## src/rtl/kbd_key_decoder.sv

```systemverilog
// PS/2 set-2 scan-code decoder: prefix FSM, modifier tracking, ASCII mapping and key-event FIFO.
// Optional: define KBD_TYPEMATIC_FILTER_EN to suppress repeated makes of the same held key.
module kbd_key_decoder #(
    parameter int FIFO_DEPTH = 8
) (
    input  logic       clk,
    input  logic       clrn,
    input  logic [7:0] code,
    input  logic       code_valid,
    input  logic       rd_en,
    output logic [7:0] key_ascii,
    output logic       key_valid,
    output logic [4:0] fifo_count,
    output logic       shift_on,
    output logic       caps_on,
    output logic       ctrl_on,
    output logic       overflow,
    output logic [7:0] make_count
);
    localparam int         AW    = (FIFO_DEPTH > 1) ? $clog2(FIFO_DEPTH) : 1;
    localparam logic [4:0] DEPTH = 5'(FIFO_DEPTH);

    typedef enum logic [1:0] {IDLE, BRK, EXT, EXTBRK} state_t;

    state_t      state_q, state_d;
    logic        shift_q, shift_d, caps_q, caps_d, ctrl_q, ctrl_d;
    logic [7:0]  mk_cnt_q, mk_cnt_d;
    logic        ovf_q, ovf_d;
    logic [4:0]  cnt_q, cnt_d;
    logic [AW-1:0] wr_ptr_q, rd_ptr_q;
    logic [7:0]  mem [FIFO_DEPTH];
    logic        push, do_push, pop, full, is_mod;
    logic [7:0]  push_data;
`ifdef KBD_TYPEMATIC_FILTER_EN
    logic [7:0]  last_q, last_d;
    logic        last_vld_q, last_vld_d;
`endif

    function automatic logic [7:0] map_code(input logic [7:0] c, input logic upper,
                                            input logic shifted);
        logic [7:0] a;
        a = 8'h00;
        case (c)
            8'h1C: a = 8'h61; 8'h32: a = 8'h62; 8'h21: a = 8'h63; 8'h23: a = 8'h64;
            8'h24: a = 8'h65; 8'h2B: a = 8'h66; 8'h34: a = 8'h67; 8'h33: a = 8'h68;
            8'h43: a = 8'h69; 8'h3B: a = 8'h6A; 8'h42: a = 8'h6B; 8'h4B: a = 8'h6C;
            8'h3A: a = 8'h6D; 8'h31: a = 8'h6E; 8'h44: a = 8'h6F; 8'h4D: a = 8'h70;
            8'h15: a = 8'h71; 8'h2D: a = 8'h72; 8'h1B: a = 8'h73; 8'h2C: a = 8'h74;
            8'h3C: a = 8'h75; 8'h2A: a = 8'h76; 8'h1D: a = 8'h77; 8'h22: a = 8'h78;
            8'h35: a = 8'h79; 8'h1A: a = 8'h7A;
            8'h45: a = 8'h30; 8'h16: a = 8'h31; 8'h1E: a = 8'h32; 8'h26: a = 8'h33;
            8'h25: a = 8'h34; 8'h2E: a = 8'h35; 8'h36: a = 8'h36; 8'h3D: a = 8'h37;
            8'h3E: a = 8'h38; 8'h46: a = 8'h39;
            8'h29: a = 8'h20; 8'h5A: a = 8'h0D; 8'h66: a = 8'h08;
            default: a = 8'h00;
        endcase
        if (upper && a >= 8'h61 && a <= 8'h7A) begin
            a = a - 8'h20;
        end else if (shifted && a >= 8'h30 && a <= 8'h39) begin
            case (a)
                8'h30: a = 8'h29; 8'h31: a = 8'h21; 8'h32: a = 8'h40; 8'h33: a = 8'h23;
                8'h34: a = 8'h24; 8'h35: a = 8'h25; 8'h36: a = 8'h5E; 8'h37: a = 8'h26;
                8'h38: a = 8'h2A; default: a = 8'h28;
            endcase
        end
        return a;
    endfunction

    assign is_mod    = (code == 8'h12) || (code == 8'h59) || (code == 8'h14) || (code == 8'h58);
    // Mapping uses the modifier state from before this code.
    assign push_data = map_code(code, shift_q ^ caps_q, shift_q);

    always_comb begin
        state_d  = state_q;
        shift_d  = shift_q;
        caps_d   = caps_q;
        ctrl_d   = ctrl_q;
        mk_cnt_d = mk_cnt_q;
        push     = 1'b0;
`ifdef KBD_TYPEMATIC_FILTER_EN
        last_d     = last_q;
        last_vld_d = last_vld_q;
`endif
        if (code_valid) begin
            state_d = IDLE;
            case (state_q)
                IDLE: begin
                    if (code == 8'hF0) begin
                        state_d = BRK;
                    end else if (code == 8'hE0) begin
                        state_d = EXT;
                    end else if (is_mod) begin
                        mk_cnt_d = mk_cnt_q + 8'd1;
                        if (code == 8'h12 || code == 8'h59) shift_d = 1'b1;
                        if (code == 8'h14)                  ctrl_d  = 1'b1;
                        if (code == 8'h58)                  caps_d  = ~caps_q;
                    end else begin
`ifdef KBD_TYPEMATIC_FILTER_EN
                        if (!(last_vld_q && code == last_q)) begin
                            last_d     = code;
                            last_vld_d = 1'b1;
                            mk_cnt_d   = mk_cnt_q + 8'd1;
                            push       = (push_data != 8'h00);
                        end
`else
                        mk_cnt_d = mk_cnt_q + 8'd1;
                        push     = (push_data != 8'h00);
`endif
                    end
                end
                BRK: begin
                    if (code == 8'h12 || code == 8'h59) shift_d = 1'b0;
                    if (code == 8'h14)                  ctrl_d  = 1'b0;
`ifdef KBD_TYPEMATIC_FILTER_EN
                    if (code == last_q) last_vld_d = 1'b0;
`endif
                end
                EXT: begin
                    if (code == 8'hF0)      state_d = EXTBRK;
                    else if (code == 8'h14) ctrl_d  = 1'b1;
                end
                default: begin
                    if (code == 8'h14) ctrl_d = 1'b0;
                end
            endcase
        end
    end

    assign pop     = rd_en && (cnt_q != 5'd0);
    assign full    = (cnt_q == DEPTH);
    assign do_push = push && (!full || pop);
    assign ovf_d   = ovf_q | (push && full && !pop);
    assign cnt_d   = cnt_q + 5'(do_push) - 5'(pop);

    always_ff @(posedge clk or posedge clrn) begin
        if (clrn) begin
            state_q  <= IDLE;
            shift_q  <= 1'b0;
            caps_q   <= 1'b0;
            ctrl_q   <= 1'b0;
            mk_cnt_q <= 8'd0;
            ovf_q    <= 1'b0;
            cnt_q    <= 5'd0;
            wr_ptr_q <= '0;
            rd_ptr_q <= '0;
`ifdef KBD_TYPEMATIC_FILTER_EN
            last_q     <= 8'd0;
            last_vld_q <= 1'b0;
`endif
        end else begin
            state_q  <= state_d;
            shift_q  <= shift_d;
            caps_q   <= caps_d;
            ctrl_q   <= ctrl_d;
            mk_cnt_q <= mk_cnt_d;
            ovf_q    <= ovf_d;
            cnt_q    <= cnt_d;
            if (do_push) wr_ptr_q <= wr_ptr_q + AW'(1);
            if (pop)     rd_ptr_q <= rd_ptr_q + AW'(1);
`ifdef KBD_TYPEMATIC_FILTER_EN
            last_q     <= last_d;
            last_vld_q <= last_vld_d;
`endif
        end
    end

    // Storage needs no reset: the head is gated by occupancy.
    always_ff @(posedge clk) begin
        if (do_push) mem[wr_ptr_q] <= push_data;
    end

    assign key_valid  = (cnt_q != 5'd0);
    assign key_ascii  = key_valid ? mem[rd_ptr_q] : 8'h00;
    assign fifo_count = cnt_q;
    assign shift_on   = shift_q;
    assign caps_on    = caps_q;
    assign ctrl_on    = ctrl_q;
    assign overflow   = ovf_q;
    assign make_count = mk_cnt_q;
endmodule
```

## config.mk

```make
export PLATFORM = sky130hd
export DESIGN_NAME = kbd_key_decoder
export DESIGN_NICKNAME = d
export VERILOG_FILES = /design/src/rtl/kbd_key_decoder.sv
export SDC_FILE = /design/constraint.sdc
export NUM_CORES = 1
export LEC_CHECK = 0
export ABC_AREA = 1
export BUFFER_PORTS_ARGS = -buffer_cell sky130_fd_sc_hd__buf_2
export CAP_MARGIN = 20
export CORE_ASPECT_RATIO = 1.4
export CORE_MARGIN = 2
export CORE_UTILIZATION = 50
export DETAILED_ROUTE_END_ITERATION = 10
export GPL_TIMING_DRIVEN = 0
export PLACE_DENSITY_LB_ADDON = 0.08
export SLEW_MARGIN = 0
export SYNTH_ARGS = -nofsm -noshare
export SYNTH_HDL_FRONTEND = slang
export SYNTH_SLANG_ARGS = --single-unit
```

## constraint.sdc

```tcl
create_clock -name clk -period 6.52 [get_ports clk]
set_clock_uncertainty 0.15 [all_clocks]
set_input_delay 0.326 -clock clk [delete_from_list [all_inputs] [get_ports clk]]
set_output_delay 0.326 -clock clk [all_outputs]
set_load 0.1 [all_outputs]
```

# After elaboration in Yosys (flattened, before gate mapping)
# Memory sizes are Yosys's and may differ from the RTL's.
# Cells that the tools add are included.
[totals]
ff_bits = 25
ramBits = 64
rom_bits = 896
inputBits = 12
out_inout_bits = 26
wordCells = 102
mem_count = 2
[classes]
add_sub_neg = 6
order_cmp = 4
n_eq_ne = 24
muxes = 29
n_bitwise = 5
reduce_logical = 23
[memory_table]
columns = ["name", "words", "word_bits", "rd", "rd_clocked_by_memory_dff", "wr", "line", "text"]
rows = [
  ["(name not given)", 128, 7, 1, 0, 0, "43", "case (c)"],
  ["mem", 8, 8, 1, 0, 1, "31", "logic [7:0] mem [FIFO_DEPTH];"],
]
[op_table]
columns = ["operator", "n"]
rows = [
  ["equality test 8 x 6 -> 1 bit (second input constant)", 9],
  ["case mux 7 bit (9 select lines)", 1],
  ["2-to-1 mux 8 bit", 4],
  ["2-to-1 mux 1 bit", 18],
  ["equality test 8 x 5 -> 1 bit (second input constant)", 2],
  ["equality test 8 x 7 -> 1 bit (second input constant)", 2],
  ["equality test 8 bit (second input constant)", 2],
  ["inequality test 2 bit (second input constant)", 6],
  ["AND reduction 6 bit", 2],
  ["adder 8 x 1 -> 8 bit (second input constant)", 1],
  ["greater-or-equal comparator 8 x 6 -> 1 bit (second input constant)", 1],
  ["greater-or-equal comparator 8 x 7 -> 1 bit (second input constant)", 1],
  ["less-or-equal comparator 8 x 6 -> 1 bit (second input constant)", 1],
  ["less-or-equal comparator 8 x 7 -> 1 bit (second input constant)", 1],
  ["logical AND 1 bit", 8],
  ["nonzero test 8 bit", 1],
  ["subtractor 8 x 6 -> 8 bit (second input constant)", 1],
  ["AND reduction 7 bit", 1],
  ["adder 3 x 1 -> 3 bit (second input constant)", 2],
  ["2-to-1 mux 2 bit", 3],
  ["adder 5 x 1 -> 5 bit", 1],
  ["equality test 5 x 4 -> 1 bit (second input constant)", 1],
  ["nonzero test 5 bit", 1],
  ["subtractor 5 x 1 -> 5 bit", 1],
  ["13 further kinds", 20],
]

# Depth between registers and ports, before layout
# Gate-level depths: netlist (run 1).
# An unclocked memory read counts as a cell.
[logic_depth]
word_depth = 16
ltp_mapped = 30

# Least setup slack after synthesis (run 1)
# No wires, ideal clock.
[synth_path]
kind = "reg-to-output"
startpoint = "register cnt_q[2], in the netlist fifo_count[2]"
endpoint = "output port key_ascii[0]"
arrival_ns = 3.933
path_slack_ns = 2.111
path_stages_with_launch = 6
cell_sequence = "dfrtp_1 inv_1 ha_1 nand3_1 o21ai_0 a31oi_1"
[synth_via]
elab_chain_len = 2
[synth_rtl]
columns = ["item", "line", "text"]
rows = [
  ["start: declaration", "29", "logic [4:0] cnt_q, cnt_d;"],
  ["start signal: assignment", "157", "cnt_q <= cnt_d;"],
  ["nonzero test 5 bit", "172", "assign key_valid = (cnt_q != 5'd0);"],
  ["named net key_valid", "12", "output logic key_valid,"],
  ["2-to-1 mux 8 bit", "173", "assign key_ascii = key_valid ? mem[rd_ptr_q] : 8'h00;"],
  ["end: declaration", "11", "output logic [7:0] key_ascii,"],
]
# The timed path passes the listed nets, and every way through them passes these cells.

# Worst setup path in the final report (run 1)
[layout_path]
startpoint = "input port code[1]"
endpoint = "register cnt_q[4], in the netlist fifo_count[4]"
[layout_via]
elab_chain_len = 16
[layout_rtl]
columns = ["item", "line", "text"]
rows = [
  ["start: declaration", "8", "input logic [7:0] code,"],
  ["memory read (128 x 7 bit) (*)", "--", ""],
  ["2-to-1 mux 8 bit (*)", "43", ""],
  ["greater-or-equal comparator 8 x 6 -> 1 bit", "59", "end else if (shifted && a >= 8'h30 && a <= 8'h39) begin"],
  ["logical AND 1 bit (2 in a row)", "59", ""],
  ["2-to-1 mux 8 bit", "59", ""],
  ["2-to-1 mux 8 bit (*)", "57", "if (upper && a >= 8'h61 && a <= 8'h7A) begin"],
  ["named net push_data[0]", "33", "logic [7:0] push_data;"],
  ["nonzero test 8 bit (*)", "107", "push = (push_data != 8'h00);"],
  ["2-to-1 mux 1 bit (*)", "92", "end else if (is_mod) begin"],
  ["2-to-1 mux 1 bit (*)", "90", "end else if (code == 8'hE0) begin"],
  ["2-to-1 mux 1 bit (*)", "88", "if (code == 8'hF0) begin"],
  ["2-to-1 mux 1 bit (*)", "86", "case (state_q)"],
  ["2-to-1 mux 1 bit (*)", "84", "if (code_valid) begin"],
  ["logical AND 1 bit (*)", "131", "assign do_push = push && (!full || pop);"],
  ["adder 5 x 1 -> 5 bit (*)", "133", "assign cnt_d = cnt_q + 5'(do_push) - 5'(pop);"],
  ["subtractor 5 x 1 -> 5 bit (*)", "133", ""],
  ["named net cnt_d[4]", "29", ""],
]
# Mark *: on every way through the listed nets, which the timed path passes. The rest lies on a longest branch.
# A chain may end at the register's enable or synchronous reset.

==> metrics.cfg, run 1 <==
[route]
post_drt_wl_per_cell_microns=16.7
drcViolationCount=0
antenna_left=0
routed_wirelength_microns=13200
initialDrtViolationCount=276
avgViaCountPerCell=5.44
dr.pass1.iters=5
dr_total_vias=4302

[cells_and_area]
num-fill-cells=998
area_delta_synth_final_pct=13.0
drive_gt1_share_pct=18.7
fin_area_sq_um=5990
ff_latch_area_sq_um=2550
multi_input_area_sq_um=2400
antennaDiodeCount=0
finalNetCount=680
fin_util_pct=57.8

[logic_synthesis]
synth_top_area_share_pct=36.3
ys_top_cells_by_area=edfxtp_1 36%, dfrtp_1 12%, nand2_1 7.6%
ys_ff_latch=89
yosysMostFrequentCell=nand2_1
synth.distinct_cells=46
synth-async-reset-ratio_pct=28.1
yosysTopAreaCell=edfxtp_1
netlist_area_sq_um=5300
ys.flop_type=edfxtp_1
ys_seq_area_share_pct=48.1
synth_area_per_cell_sq_um=8.83
synthTopCellsByCount=108 x nand2_1, 93 x nor2_1, 64 x edfxtp_1
synth_nets=632
synthCells=600
yosysWarnings=0
synth_edf_count=64

[sta]
hold_ws_ns=0.128
slew_viol_final=0
setup_viol=0
rsz0062_at_grt=false
tns_ns=0
fmax_mhz=209
min_period_ns=4.79
finalHoldViolations=0
fin_ws_ns=1.73
min_period_over_period_pct=73.5
tightest_slew_ns=0.863
slew-limit-headroom_pct=42.2

[floorplan]
fp.dieH_microns=126
ios=38
start_util_pct=51.2
dieArea_sq_um=11500
die-width_microns=91.0
core_area_sq_um=10300
core.rowCount=44

[power]
swShare_pct=53.2
internal_power_mw=1.25
p_leak_nw=2.57
combPwrFrac_pct=52.1
power_switching_mw=1.42
peakVddDrop_mv=0.570
power_frac_seq_pct=28.9
p_clk_share_pct=19.0
power_density_nw_per_um2=447

[clock_tree]
cts_setup_buffers=0
clk_latency_ns=0.34
clock-sinks=89
cts.reportedPaths.clkPinSlew_ns=0.07
root_buffer=clkbuf_16
htreeDepth=3
cts_resized=0
cts_buffer_depth=2
cts_tree=yes
numCtsBuffers=9

[placed_design]
hpwl_microns=9820
pre_cts_slack_ns=1.38
dpl_cell_area_sq_um=5650
gp_congestion=1.01
numPortBuffers=35

[worst_setup_path]
reg2reg_slack_ns=3.09
arrival_ns=4.87
r2r-end=fifo_count[4]$_DFF_PP0_
worstPathRequired_ns=6.60
endpoint_kind=flip-flop
critical_path_class=in -> reg
cp_max_fo=9
startpoint_type=input port
reg2reg_from=state_q[1]$_DFFE_PP0P_
reg2reg_depth=12

[job]
maxCapViolations=0

[worst_hold_path]
worstHoldPathCells=4
hp-start=code_valid
hold_path.class=in -> reg
holdPathEnd=state_q[0]$_DFFE_PP0P_

[global_routing]
grt_pass1_vias=4245
groute.usage.overall_pct=23.9
grt_pass1_wl_microns=21500
grt_overflow=0
antenna_found_initial=0
grt_max_degree=26

[outcome]
status=complete, no violations

[kinds of logic after synthesis]
logic type	after synthesis	share of synthesized area (%)
buffers and inverters	78	6.56
muxes	1	0.212
xor gates and xnor gates	14	2.31
adders and majority gates	20	4.86
and+or+nand+nor	306	27.8
DFF	89	48.1
AOI/OAI and AO/OA	92	10.2
[cell usage in the layout, fill, tap and decap left out, drive strengths merged, types with 12 or more instances in the layout]
| cell | instances |
|---|---|
| edfxtp | 64 |
| nand4 | 12 |
| buf | 44 |
| nand3 | 48 |
| ha | 19 |
| nor2 | 106 |
| dfrtp | 25 |
| o21ai | 53 |
| clkbuf | 18 |
| a21oi | 15 |
| inv | 63 |
| nand2 | 125 |
[power by group through the flow]
stage	combinational [mW]	clock [mW]	sequential, mW
after floorplan	0.852	0	1.04
after global placement	1.37	0	0.781
after detailed placement	1.39	0	0.785
after CTS	1.40	0.522	0.774
after global routing	1.49	0.543	0.786
final	1.39	0.509	0.773
[per-layer routing]
metal | global-route usage [%] | vias to the layer above | routed length (microns)
li1 | - | 2125 | -
met1 | 26.4 | 2035 | 5200
met2 | 45.4 | 115 | 7260
met3 | 3.53 | 27 | 358
met4 | 9.45 | 0 | 407
met5 | 0 | - | 0
[worst max-delay path: stages]
cell      delay, ns
buf_2          0.19
inv_2          0.12
ha_1           0.24
inv_1          0.19
nand2_1        0.12
o21ai_0        0.15
nand2_1        0.07
nand3_1        0.11
o21bai_4       0.11
inv_1          0.15
ha_1           0.17
inv_1          0.03
nor2_1         0.13
nand3_2        0.14
a21oi_2        0.23
nand2_2        0.13
o21ai_2        0.50
nor2_4         0.09
nand3_4        0.12
nand3_2        0.11
ha_1           0.34
inv_1          0.06
ha_1           0.16
inv_1          0.06
fa_1           0.40
o21ai_0        0.19
a21oi_1        0.09
xor2_1         0.14
[layout make-up]
type                    count  share of cell area, %
flip-flops and latches     89                   42.5
well taps                 138                   2.88
clock buffers               9                   3.76
inverters                  61                   3.93
plain buffers              17                   1.88
repair buffers             37                   3.55
multi-input cells         433                   40.2
clock inverters             7                   1.27
[worst max path at each step]
stage | slack [ns] | endpoint | depth (start not counted) | from
floorplan | 2.11 | key_ascii[0] | 5 | fifo_count[2]$_DFF_PP0_
global placement | 1.46 | fifo_count[4]$_DFF_PP0_ | 28 | code[1]
detailed placement | 1.38 | fifo_count[4]$_DFF_PP0_ | 28 | code[1]
CTS | 1.73 | fifo_count[4]$_DFF_PP0_ | 28 | code[1]
global route | 1.27 | fifo_count[4]$_DFF_PP0_ | 28 | code[1]
finish | 1.73 | fifo_count[4]$_DFF_PP0_ | 28 | code[1]
[sequential cells by signal, indices dropped and copies added, names as in the netlist]
name	cells
fifo_count	5
make_count	8
shift_on	1
wr_ptr_q	3
overflow	1
caps_on	1
ctrl_on	1
rd_ptr_q	3
mem	64
state_q	2
[per-stage QoR]
step | std cells | total power [mW]
floorplan | 600 | 1.89
global placement | 773 | 2.15
detailed placement | 773 | 2.18
CTS | 789 | 2.69
global route | 791 | 2.82
finish | 791 | 2.68
[repair_timing]
item                                   CTS  global route
endpoints found under the hold margin    0            25
hold buffers                             0             1
setup endpoints to repair                0             0
Note: power is estimated with default switching activity, not from simulation.
==> run 2: changes to the inputs <==
--- a/config.mk
+++ b/config.mk
@@ -5,7 +5,7 @@
 export SDC_FILE = /design/constraint.sdc
 export NUM_CORES = 1
 export LEC_CHECK = 0
-export ABC_AREA = 1
+export ABC_AREA = 0
 export BUFFER_PORTS_ARGS = -buffer_cell sky130_fd_sc_hd__buf_2
 export CAP_MARGIN = 20
 export CORE_ASPECT_RATIO = 1.4
==> constraint.sdc (replaced) <==
create_clock -name clk -period 4.35 [get_ports clk]
set_clock_uncertainty 0.15 [all_clocks]
set_input_delay 0.2175 -clock clk [delete_from_list [all_inputs] [get_ports clk]]
set_output_delay 0.2175 -clock clk [all_outputs]
set_load 0.1 [all_outputs]
==> metrics.cfg, run 2 <==
[outcome]
status=complete, no violations

[clock_tree]
root_buffer=clkbuf_16
cts_tree=yes
clk_latency_ns=0.33  ; about the same
numCtsBuffers=9  ; unchanged
cts.reportedPaths.clkPinSlew_ns=0.06  ; about the same
clock-sinks=89  ; unchanged
htreeDepth=3  ; unchanged
cts_buffer_depth=2  ; unchanged

[power]
total_power_mw=3.86  ; +44%
power_density_nw_per_um2=626  ; +40%
p_leak_nw=2.44  ; -5.0%
peakVddDrop_mv=0.642  ; +13%

[sta]
min_period_over_period_pct=95.2
fin_ws_ns=0.209  ; -1.52 ns
tns_ns=0  ; unchanged
tightest_slew_ns=1.10  ; +0.238 ns
fmax_mhz=241
hold_ws_ns=0.0906  ; -0.0377 ns
min_period_ns=4.14
slew_viol_final=0  ; unchanged
setup_viol=0  ; unchanged
finalHoldViolations=0  ; unchanged
slew-limit-headroom_pct=26.4  ; -16 points

[logic_synthesis]
ys.flop_type=edfxtp_1
yosysWarnings=0  ; unchanged
synth_top_family_by_area=simple AND/OR/NAND/NOR gates
netlist_area_sq_um=5160  ; -2.6%
yosysTopAreaCell=edfxtp_1
synth_compound_area_share_pct=12.7  ; +2.5 points
synthXorXnorAreaFrac_pct=3.22  ; +0.91 points
synth_nets=445  ; -30%
synthCells=413  ; -31%
ys_top_cells_by_area=edfxtp_1 37%, dfrtp_1 12%, mux4_2 7.0%
ys_ff_latch=89  ; unchanged
synthAdderAreaFrac_pct=4.99  ; +0.13 points
yosysMostFrequentCell=edfxtp_1
synth_top_area_share_pct=37.2  ; +0.97 points
synth_mux_area_share_pct=9.55  ; +9.3 points
synth-async-reset-ratio_pct=28.1  ; unchanged
yosys.area_share.simple_pct=14.8  ; -13 points
synth_area_per_cell_sq_um=12.5  ; +42%
ys_seq_area_share_pct=49.3  ; +1.3 points
synthTopCellsByCount=64 x edfxtp_1, 31 x nor2_1, 28 x nand2_1
synth.distinct_cells=83  ; +80%
synth_edf_count=64  ; unchanged

[global_routing]
grt.busiest_layer=met2
met3_usage_pct=2.73  ; -0.80 points
grt_pass1_wl_microns=18200  ; -16%
gr-usage-met1_pct=23.1  ; -3.3 points
grt_overflow=0  ; unchanged
grt_pass1_vias=3589  ; -15%
groute.usage.overall_pct=20.4  ; -3.6 points
antenna_found_initial=0  ; unchanged
met2_usage_pct=38.3  ; -7.1 points
grt_max_degree=26  ; unchanged

[floorplan]
ios=38  ; unchanged
fp.dieH_microns=124  ; -1.3%
start_util_pct=51.6  ; +0.38 points
die-width_microns=89.9  ; -1.3%
core_area_sq_um=10000  ; -3.3%
core.rowCount=43  ; -2.3%
dieArea_sq_um=11200  ; -2.5%

[cells_and_area]
fin_cells=620  ; -22%
antennaDiodeCount=0  ; unchanged
finalNetCount=512  ; -25%
ff_latch_area_sq_um=2550  ; about the same
drive_gt1_share_pct=34.6  ; +16 points
fin_area_sq_um=6170  ; +3.0%
area_delta_synth_final_pct=19.5
num-fill-cells=838  ; -16%
layout_common_cells=64 x edfxtp_1, 36 x buf_2, 31 x nor2_1, 25 x nand2_1, 23 x dfrtp_1
fin_util_pct=61.6  ; +3.8 points
multi_input_area_sq_um=2520  ; +4.7%
largest_reg_flops=64  ; unchanged
regMostFlops=mem
final_common_cell=edfxtp_1

[worst_setup_path]
arrival_ns=4.24  ; -0.63 ns
critPathSlowestCell=o31a_2
worstPathRequired_ns=4.45  ; -2.15 ns
critPathTopFamily=compound AO/OA/AOI/OAI gates
endpoint_kind=flip-flop
reg2reg_slack_ns=0.84  ; -2.25 ns
startpoint_type=input port
cp_max_fo=6  ; -3
slowest_delay_ns=0.38  ; -0.12 ns
cp_common_cell=inv_1
critical_path_class=in -> reg
path_buf_inv=6  ; -1
cp_cell_sequence=clkbuf_4, inv_2, ha_4, or2b_2, a21oi_1, o21ai_1, o31a_2, nand2b_4, o41ai_4, o221a_4, nor3_2, nand4_2, nand3_2, buf_8, ha_1, inv_1, ha_2, inv_1, fa_2, inv_1, a21oi_1, nor2_1, nor2_1, xnor2_1

[route]
avgViaCountPerCell=5.71  ; +5.1%
initialDrtViolationCount=200  ; -28%
antenna_left=0  ; unchanged
post_drt_wl_per_cell_microns=17.8  ; +6.3%
dr.pass1.iters=5  ; unchanged
drcViolationCount=0  ; unchanged
routed_wirelength_microns=11000  ; -17%
dr_total_vias=3543  ; -18%

[placed_design]
pre_cts_slack_ns=-1.14  ; -2.52 ns
hpwl_microns=8320  ; -15%
dp_cells=587  ; -24%
dpl_cell_area_sq_um=5550  ; -1.8%
gp_congestion=0.920  ; -9.2%
numPortBuffers=35  ; unchanged

[worst_hold_path]
hold_path.class=in -> reg

[job]
maxCapViolations=0  ; unchanged

==> run 2: cell types whose count changed in the layout (fill, tap and decap cells not counted), moves of 7 or more <==
cell     previous run  this run
inv_1              50        19
mux2i_1             0        11
nor2_1             93        31
nand2_2            15         3
mux4_2              0        16
nand3_1            37        10
nand3_2            10         1
xnor2_1             5        12
nand4_1            10         3
buf_4               3        18
a31oi_1             9         1
o21ai_0            48         8
nand2_1           108        25
==> run 2: cell families after synthesis <==
| logic type | count (synthesis) |
|---|---|
| AND/OR/NAND/NOR | 130 |
| flip-flops | 89 |
| buffers and inverters | 46 |
| XOR/XNOR | 19 |
| multiplexers | 29 |
| AO/OA/AOI/OAI | 80 |
| adder cells (fa/ha/maj) | 20 |
==> run 2: cell type report <==
type,count,area share [%]
inverters,23,1.44
flip-flops and latches,89,41.3
plain buffers,22,3.16
well taps,135,2.74
repair buffers,57,6.05
clock inverters,5,0.507
clock buffers,11,3.94
multi-input cells,278,40.8
==> run 2: worst paths after layout <==
kind                                                 from                         to  cells after the start
worst max-delay path                              code[0]    fifo_count[4]$_DFF_PP0_                     24
worst min-delay path                                rd_en    rd_ptr_q[0]$_DFFE_PP0P_                      3
worst max register to register    fifo_count[1]$_DFF_PP0_    fifo_count[4]$_DFF_PP0_                     18
worst min register to register  make_count[7]$_DFFE_PP0P_  make_count[7]$_DFFE_PP0P_                      1
max in group asynchronous                            clrn    fifo_count[2]$_DFF_PP0_                      4
min in group asynchronous                            clrn    fifo_count[0]$_DFF_PP0_                      3
==> run 2: power by group <==
group | total, mW | internal [mW] | switching (mW)
logic | 2.00 | 0.536 | 1.47
clock network | 0.696 | 0.400 | 0.296
registers | 1.16 | 1.06 | 0.102
total | 3.86 | 1.99 | 1.87
==> run 2: what timing repair did <==
action	4_1_cts	5_1_grt
buffers inserted	2	11
endpoints found under the setup margin	67	20
resized for setup	13	32
hold buffers	2	0
endpoints found under the hold margin	26	0
pin swaps	2	20
==> run 2: metal layers <==
metal  wire, microns  part of all wire [%]  vias to the layer above
met5               0                     0                        -
met4             261                   2.4                        0
met3             313                   2.8                       22
met2            6160                    56                       80
met1            4280                    39                     1754
li1                -                     -                     1687
==> run 2: worst reg2reg max path, stage by stage, from the launching register on <==
cell and delay (ns):
dfrtp_1 0.44, nor3_1 0.25, and2_1 0.16, clkbuf_1 0.41, inv_1 0.12, nand2_1 0.18
nand3_1 0.18, nand3_2 0.13, buf_8 0.12, ha_1 0.23, inv_1 0.06, ha_2 0.17
inv_1 0.05, fa_2 0.35, inv_1 0.06, a21oi_1 0.07, nor2_1 0.09, nor2_1 0.05
xnor2_1 0.16
==> run 3: changes to the inputs <==
--- a/config.mk
+++ b/config.mk
@@ -10,7 +10,7 @@
 export CAP_MARGIN = 20
 export CORE_ASPECT_RATIO = 1.4
 export CORE_MARGIN = 2
-export CORE_UTILIZATION = 50
+export CORE_UTILIZATION = 55
 export DETAILED_ROUTE_END_ITERATION = 10
 export GPL_TIMING_DRIVEN = 0
 export PLACE_DENSITY_LB_ADDON = 0.08
==> metrics.cfg, run 3 (synthesized netlist as in run 2, its figures left out) <==
[clock_tree]
numCtsBuffers=9  ; unchanged
clk_latency_ns=0.34  ; about the same
cts_buffer_depth=2  ; unchanged
cts_tree=yes
htreeDepth=3  ; unchanged
cts.reportedPaths.clkPinSlew_ns=0.07  ; about the same
clock-sinks=89  ; unchanged
root_buffer=clkbuf_16

[floorplan]
start_util_pct=56.9  ; +5.3 points
core.rowCount=41  ; -4.7%
core_area_sq_um=9080  ; -9.3%
fp.dieH_microns=119  ; -4.5%
dieArea_sq_um=10200  ; -8.8%
die-width_microns=85.9  ; -4.4%
ios=38  ; unchanged

[global_routing]
grt_max_degree=26  ; unchanged
grt_overflow=0  ; unchanged
groute.usage.overall_pct=22.4  ; +2.0 points
grt_pass1_wl_microns=17500  ; -3.8%
grt_pass1_vias=3468  ; -3.4%
antenna_found_initial=0  ; unchanged

[sta]
setup_viol=0  ; unchanged
finalHoldViolations=0  ; unchanged
slew_viol_final=0  ; unchanged
fin_ws_ns=0.183  ; -0.0255 ns
min_period_over_period_pct=95.8  ; +0.59 points
min_period_ns=4.17  ; +0.0255 ns
slew-limit-headroom_pct=24.0  ; -2.4 points
fmax_mhz=240  ; -0.61%
tightest_slew_ns=1.14  ; +0.0356 ns
hold_ws_ns=0.0729  ; -0.0177 ns

[route]
antenna_left=0  ; unchanged
dr_total_vias=3551  ; +0.23%
routed_wirelength_microns=11300  ; +2.6%
dr.pass1.iters=4  ; -1
post_drt_wl_per_cell_microns=19.1  ; +7.6%
initialDrtViolationCount=259  ; +30%
avgViaCountPerCell=6.01  ; +5.1%
drcViolationCount=0  ; unchanged

[job]
maxCapViolations=0  ; unchanged

[cells_and_area]
drive_gt1_share_pct=34.3  ; -0.34 points
regMostFlops=mem
area_delta_synth_final_pct=19.4  ; about the same
largest_reg_flops=64  ; unchanged
finalNetCount=511  ; -0.20%
num-fill-cells=662  ; -21%
layout_common_cells=64 x edfxtp_1, 37 x buf_2, 30 x nor2_1, 25 x nand2_1, 23 x dfrtp_1
final_common_cell=edfxtp_1
fin_area_sq_um=6170  ; about the same
antennaDiodeCount=0  ; unchanged
fin_util_pct=67.9  ; +6.3 points

[power]
peakVddDrop_mv=0.635  ; -1.0%
power_density_nw_per_um2=646  ; +3.2%
internal_power_mw=2.09  ; +5.0%
power_switching_mw=1.89  ; +1.3%
p_clk_share_pct=20.6  ; +2.6 points
power_frac_seq_pct=29.2  ; -0.9 points
total_power_mw=3.98  ; +3.2%
combPwrFrac_pct=50.2  ; -1.7 points
p_leak_nw=2.45  ; +0.27%
swShare_pct=47.4  ; -0.89 points

[outcome]
status=complete, no violations

[worst_setup_path]
setup.worst_path.start=code[1]
critical_path_class=in -> reg
slowest_delay_ns=0.43  ; +0.05 ns
cp_max_fo=10  ; +4
startpoint_type=input port
arrival_ns=4.24  ; about the same
reg2reg_from=fifo_count[1]$_DFF_PP0_
cp_common_cell=inv_1
endpoint_kind=flip-flop
cp_cell_sequence=clkbuf_4, inv_4, ha_4, or2b_2, a21oi_1, o21ai_0, o31a_2, nor3_4, o211ai_1, a21oi_2, o31ai_4, nand4_4, nand3_2, buf_8, ha_1, inv_1, ha_1, inv_1, fa_2, inv_1, a21oi_1, nor2_1, nor2_1, xnor2_1
critPathSlowestCell=o31a_2
worstPathRequired_ns=4.42  ; -0.03 ns

[placed_design]
gp_congestion=0.918  ; -0.27%
numPortBuffers=35  ; unchanged
hpwl_microns=8270  ; -0.63%
dpl_cell_area_sq_um=5510  ; -0.63%
pre_cts_slack_ns=-1.03  ; +0.108 ns

[worst_hold_path]
hp-start=rd_en
hold_path.class=in -> reg

## run 3: changes by cell type in the layout (fill, tap and decap cells not counted), moves of 2 or more
cell / previous run / this run
nor3_2: 3 / 1
bufinv_16: 0 / 2
inv_6: 0 / 2
clkinv_4: 2 / 0
o21ai_0: 8 / 10
nor3_4: 1 / 3
## run 3: worst max-delay path, delay by kind of cell
family	cells	cell delay [ns]
adder cells (fa/ha/maj)	4	1.10
AND/OR/NAND/NOR	6	0.93
buffers and inverters	6	0.58
AO/OA/AOI/OAI	7	1.28
XOR/XNOR	1	0.11
## run 3: stage by stage
stage / cells / setup TNS, ns
floorplan: 413 / 0
global placement: 555 / -67.20
detailed placement: 559 / -45.69
CTS: 577 / 0
global route: 591 / -0.0202
finish: 591 / 0
## run 3: what timing repair did
action,4_1_cts,5_1_grt
pin swaps,1,16
endpoints found under the hold margin,26,0
hold buffers,2,0
setup endpoints to repair,65,12
resized for setup,10,31
setup buffers,1,10
## run 3: final timing paths
path	to	slack [ns]	depth (start not counted)
setup / recovery	fifo_count[4]$_DFF_PP0_	0.18	24
setup reg to reg	fifo_count[4]$_DFF_PP0_	0.81	18
hold reg to reg	make_count[7]$_DFFE_PP0P_	0.31	1
max in group asynchronous	fifo_count[2]$_DFF_PP0_	3.35	4
hold / removal	rd_ptr_q[0]$_DFFE_PP0P_	0.07	3
min in group asynchronous	fifo_count[0]$_DFF_PP0_	0.27	3
## run 3: per-layer routing
metal,vias to the layer above,wire (microns),global-route usage [%]
met4,0,386,10.4
met5,-,0,0
met2,85,6120,39.2
met1,1753,4510,26.1
li1,1679,-,-
met3,34,282,3.77
## run 3: area by class of cell
type | instances | area (sq um) | share of cell area, %
Buffer | 22 | 199 | 3.23
Clock inverter | 6 | 90.1 | 1.46
Inverter | 23 | 88.8 | 1.44
Multi-Input combinational cell | 278 | 2520 | 40.9
Tap cell | 107 | 134 | 2.17
Sequential cell | 89 | 2550 | 41.4
Timing Repair Buffer | 56 | 355 | 5.76
Clock buffer | 10 | 229 | 3.71
## run 3: power by group through the flow
stage | combinational (mW) | sequential, mW | clock (mW)
2_1_floorplan | 1.22 | 1.60 | 0
3_3_place_gp | 1.93 | 1.17 | 0
3_5_place_dp | 1.97 | 1.18 | 0
4_1_cts | 1.98 | 1.17 | 0.830
5_1_grt | 2.11 | 1.18 | 0.862
6_report | 2.00 | 1.17 | 0.820
